File: src/rtl/gpio_edge_avalon.sv
// Avalon-MM GPIO slave: synchronised and debounced inputs, sticky rising-edge
// capture with a maskable level interrupt, and a software-written output register.
module gpio_edge_avalon #(
  parameter int WIDTH      = 10,
  parameter int DEB_CYCLES = 50000
) (
  input  logic             clk,
  input  logic             reset_n,
  input  logic [1:0]       address,
  input  logic             read,
  input  logic             write,
  input  logic [31:0]      writedata,
  output logic [31:0]      readdata,
  output logic             irq,
  input  logic [WIDTH-1:0] gpio_in,
  output logic [WIDTH-1:0] gpio_out
);

  localparam int            CW        = $clog2(DEB_CYCLES + 1);
  localparam logic [CW-1:0] CNT_LAST  = CW'(DEB_CYCLES - 1);
  localparam logic [CW-1:0] CNT_ONE   = CW'(1);

  localparam logic [1:0] ADDR_DATA    = 2'd0;
  localparam logic [1:0] ADDR_OUT     = 2'd1;
  localparam logic [1:0] ADDR_IRQMASK = 2'd2;
  localparam logic [1:0] ADDR_EDGECAP = 2'd3;

  logic [WIDTH-1:0] s1_q, s1_d;
  logic [WIDTH-1:0] s2_q, s2_d;
  logic [WIDTH-1:0] filt_q, filt_d;
  logic [CW-1:0]    cnt_q [WIDTH];
  logic [CW-1:0]    cnt_d [WIDTH];
  logic [WIDTH-1:0] out_q, out_d;
  logic [WIDTH-1:0] mask_q, mask_d;
  logic [WIDTH-1:0] edge_q, edge_d;
  logic [31:0]      rdata_q, rdata_d;

  logic [WIDTH-1:0] wr_data;
  logic [WIDTH-1:0] edge_clr;
  logic [WIDTH-1:0] rise;

  // Upper writedata bits beyond WIDTH carry no meaning for this block.
  logic unused_wdata;
  assign unused_wdata = ^writedata;

  assign wr_data = writedata[WIDTH-1:0];

  // Input path: two-flop synchroniser feeding a per-bit debounce counter.
  always_comb begin
    s1_d = gpio_in;
    s2_d = s1_q;
    for (int i = 0; i < WIDTH; i++) begin
      cnt_d[i]  = '0;
      filt_d[i] = filt_q[i];
      if (s2_q[i] != filt_q[i]) begin
        if (cnt_q[i] == CNT_LAST) begin
          filt_d[i] = s2_q[i];
        end else begin
          cnt_d[i] = cnt_q[i] + CNT_ONE;
        end
      end
    end
  end

  // Register writes; a rising edge in the same cycle as its W1C keeps the bit set.
  always_comb begin
    out_d    = out_q;
    mask_d   = mask_q;
    edge_clr = '0;
    if (write) begin
      unique case (address)
        ADDR_DATA,
        ADDR_OUT:     out_d    = wr_data;
        ADDR_IRQMASK: mask_d   = wr_data;
        ADDR_EDGECAP: edge_clr = wr_data;
        default:      out_d    = out_q;
      endcase
    end
    rise   = filt_d & ~filt_q;
    edge_d = (edge_q & ~edge_clr) | rise;
  end

  // Read data reflects pre-write register values and returns to 0 when idle.
  always_comb begin
    rdata_d = '0;
    if (read) begin
      unique case (address)
        ADDR_DATA:    rdata_d[WIDTH-1:0] = filt_q;
        ADDR_OUT:     rdata_d[WIDTH-1:0] = out_q;
        ADDR_IRQMASK: rdata_d[WIDTH-1:0] = mask_q;
        ADDR_EDGECAP: rdata_d[WIDTH-1:0] = edge_q;
        default:      rdata_d            = '0;
      endcase
    end
  end

  always_ff @(posedge clk or negedge reset_n) begin
    if (!reset_n) begin
      s1_q    <= '0;
      s2_q    <= '0;
      filt_q  <= '0;
      out_q   <= '0;
      mask_q  <= '0;
      edge_q  <= '0;
      rdata_q <= '0;
      for (int i = 0; i < WIDTH; i++) begin
        cnt_q[i] <= '0;
      end
    end else begin
      s1_q    <= s1_d;
      s2_q    <= s2_d;
      filt_q  <= filt_d;
      out_q   <= out_d;
      mask_q  <= mask_d;
      edge_q  <= edge_d;
      rdata_q <= rdata_d;
      for (int i = 0; i < WIDTH; i++) begin
        cnt_q[i] <= cnt_d[i];
      end
    end
  end

  assign readdata = rdata_q;
  assign gpio_out = out_q;
  assign irq      = |(edge_q & mask_q);

endmodule
File: config.mk
export PLATFORM = sky130hd
export DESIGN_NAME = gpio_edge_avalon
export DESIGN_NICKNAME = d
export VERILOG_FILES = /design/src/rtl/gpio_edge_avalon.sv
export SDC_FILE = /design/constraint.sdc
export NUM_CORES = 1
export LEC_CHECK = 0
export CELL_PAD_IN_SITES_DETAIL_PLACEMENT = 0
export CELL_PAD_IN_SITES_GLOBAL_PLACEMENT = 1
export CORE_ASPECT_RATIO = 0.6
export CORE_MARGIN = 2
export CORE_UTILIZATION = 54
export CTS_BUF_LIST = sky130_fd_sc_hd__clkbuf_16
export DETAILED_ROUTE_END_ITERATION = 16
export DONT_BUFFER_PORTS = 1
export PLACE_DENSITY = 0.83
export SETUP_SLACK_MARGIN = 0.1
export SLEW_MARGIN = 0
export SYNTH_ARGS = -nofsm -noshare
export SYNTH_HDL_FRONTEND = slang
export SYNTH_SLANG_ARGS = --single-unit
File: constraint.sdc
create_clock -name clk -period 3.8 [get_ports clk]
set_input_delay 0.19 -clock clk [delete_from_list [all_inputs] [get_ports clk]]
set_output_delay 0.19 -clock clk [all_outputs]
set_load 0.01 [all_outputs]
==> results.cfg <==
[logic_synthesis]
syn_area_um2 = 10670
yosys.area.top_type = dfrtp_1
ys_top_cells_by_area = dfrtp_1, xnor2_1, nor2_1
synth-async-reset-ratio = 1.000
syn_inst = 998
synth-seq-area-share = 0.5395
number_of_warnings_issued_by_yosys = 0
syn_avg_cell_area_um2 = 10.69
ys_dominant_reg_cell = dfrtp_1
post_synth_num_cell_types = 44
postSynthRegisterBits = 230
post-synth-top-area-fraction = 0.5395
synth_edf_count = 0

[routing]
dr_wl_met3_um = 700
detail_route.wirelength_um = 20210
post-route-drc-count = 0
drt_initial_violations = 544
wirelength_met1_um = 10990
detailedRoute.firstPassIterationCount = 4
drtAntennaViolNets = 0
wl_per_cell_um = 15.43
dr_total_vias = 7011
vias_per_cell = 5.352
dr_wl_met2_um = 8324
topRoutingLayerUsed = met4

[clock_tree]
cts.path.max_buffers = 3
tritoncts_num_sinks = 230
insertion_delay_ns = 0.50
root_buffer = clkbuf_16
cts_made_buffers = 22
cts.reportedPaths.clkPinSlew_ns = 0.06
cts-htree-levels = 1
post_cts.resized_instances = 0
cts_tree = yes
cts_hold_buffers = 24
cts.repair_timing.setup_buffer_count = 0

[finish]
regArea_um2 = 5756
areaGrowthSynthToFinish_pct = 10.45
fin_area_um2 = 11780
post_route_cells_drive_above_1_share = 0.07663
layout.core_utilization = 0.6144
antenna-diode-count = 0
layout.filler_cells = 1580
finalNetCount = 1090
multi_input_comb_area_um2 = 4614

[hold_path]
holdCritPathClass = in -> async

[worst_setup_path]
cp-end-kind = flip-flop
path_class = reg -> reg
worstPathMaxFanout = 10
critical-path-slowest-cell = o41ai_2
worst-path-buf-inv = 1
required_ns = 4.19
worst_r2r_path_depth = 5
timing.reg2reg.setup_slack_ns = 1.59
r2r_end = cnt_q[52]$_DFF_PN0_
cp-start-kind = flip-flop
crit_family = compound AO/OA/AOI/OAI gates
cp.arrival_ns = 2.60
cpPeakStageDelay_ns = 0.70
worstPathCellList = nor4_1 > nand3_1 > o41ai_2 > buf_4 > nor2_1
regToRegStartpoint = cnt_q[60]$_DFF_PN0_

[global_routing]
largest_net_degree_at_the_start_of_global_routing = 231
grt_use_total = 0.2033
grt_remaining_overflow = 0
first_pass_grt_wire_length_um = 34510
initial_antenna_violation_count = 0
first_global_vias = 6725

[power]
power-per-cell-area_nw_per_um2 = 418.5
irDropWorstVdd_uv = 267.9
leakagePower_nw = 4.792

[run_status]
failing_checks = negative hold slack
outcome = complete, but fails checks

[timing]
worst_clock_skew_ns = 0.009817
totalNegativeSetupSlack_ns = 0
achievable_frequency_mhz = 452.2
final_max_slew_viol_count = 0
report.final.hold_viol_count = 230
timing.final.crit_period_ns = 2.211
grt_setup_unrepaired = no
worst_slew_margin_rel = 0.2363
worst_slack_ns = 1.589
setup_viol_count_final = 0
timing.hold.ws_ns = -0.6077
worst_slew_pin_slew_ns = 1.143
period_share = 0.5820

[placed_design]
detailedPlace.worstSlack_ns = 1.632
portBuffers = 0
placed_area_um2 = 10860
place_congestion = 0.7927
hpwl_um = 13170

[flow_run]
max_cap_violations = 0

[die]
die_h_um = 112.9
total_i_o_pin_count = 91
starting_density = 0.5563
die_area_um2 = 20930
row_count = 39
die-width_um = 185.5
core_area_um2 = 19180
## placed cells by master, fill, tap and decap left out, types with 2 or more instances in the layout
cell type / count
xnor2_1: 120
inv_1: 42
nor2_1: 170
a32o_1: 3
nand2b_1: 8
or3_1: 3
clkbuf_16: 23
o21ai_0: 7
ha_1: 10
nor3_1: 39
nand3b_1: 2
nand4_1: 39
or4b_1: 2
nor4_1: 44
or4_1: 3
conb_1: 22
dfrtp_1: 230
clkinv_1: 5
and3_1: 15
nor4bb_1: 12
and2_1: 11
a21oi_1: 4
nor4b_1: 6
bufinv_16: 2
nand3_1: 61
buf_4: 3
or2_2: 4
a22oi_1: 3
mux4_2: 10
xor2_1: 25
dlygate4sd3_1: 24
mux2_2: 29
o41ai_2: 3
nand2_1: 47
o31ai_1: 3
## worst max path at each step
stage	start	to	slack [ns]	cells after the start
final	cnt_q[60]$_DFF_PN0_	cnt_q[52]$_DFF_PN0_	1.59	5
after global routing	cnt_q[60]$_DFF_PN0_	cnt_q[57]$_DFF_PN0_	1.50	5
after CTS	cnt_q[60]$_DFF_PN0_	cnt_q[52]$_DFF_PN0_	1.62	5
after detailed placement	cnt_q[60]$_DFF_PN0_	cnt_q[52]$_DFF_PN0_	1.63	5
after global placement	cnt_q[60]$_DFF_PN0_	cnt_q[63]$_DFF_PN0_	1.66	5
after floorplan	cnt_q[151]$_DFF_PN0_	filt_q[0]$_DFF_PN0_	1.91	3
## sequential cells by signal (all words and copies together), names as in the netlist
register,count
s2_q,10
filt_q,10
mask_q,10
cnt_q,160
readdata,10
gpio_out,10
edge_q,10
s1_q,10
## report_power, final
part | leakage [nW] | internal (mW) | switching [mW]
registers | 3.09 | 2.54 | 0.0890
logic | 1.35 | 0.110 | 0.0985
clock network | 0.350 | 1.22 | 0.882
## cells in the mapped netlist, drive strengths merged, types with 3 or more instances
master / count
nor4: 44
nand4: 39
mux4: 10
o31ai: 3
mux2: 30
nand2b: 8
nor2: 170
dfrtp: 230
nor3: 39
and3: 16
inv: 37
nand2: 48
nand3: 61
o41ai: 3
a32o: 3
xor2: 25
xnor2: 120
a21oi: 4
clkbuf: 10
nor4bb: 12
or3: 3
o21ai: 7
ha: 10
buf: 28
or2: 4
nor4b: 6
and2: 11
a22oi: 3
or4: 4
## through the flow
step	total power, mW	std cells	hold WS, ns
5_1_grt	5.126	1310	-0.6345
6_report	4.932	1310	-0.6077
3_3_place_gp	2.846	1250	-0.09784
4_1_cts	4.986	1310	-0.6250
3_5_place_dp	2.852	1250	-0.09613
2_1_floorplan	2.818	1019	-0.1056
## logic make-up after synthesis
group / after synthesis / share of synthesized area
muxes: 40 / 0.05313
AOI/OAI and AO/OA: 27 / 0.01994
buffers and inverters: 75 / 0.03530
other: 1 / 0.0003515
and+or+nand+nor: 470 / 0.2210
adders and majority gates: 10 / 0.01173
xor gates and xnor gates: 145 / 0.1190
DFF: 230 / 0.5395
## metal layers
metal  vias up  GRT usage
met5         -          0
met2       116     0.2883
li1       3477          -
met4         0    0.03439
met3        16    0.03186
met1      3402     0.3325
## layout make-up
type,instances,area share
well taps,266,0.02825
multi-input cells,714,0.3916
flip-flops and latches,230,0.4885
repair buffers,27,0.02230
inverters,37,0.01179
clock inverters,13,0.008708
clock buffers,23,0.04885
(Power assumes the default switching activity.)
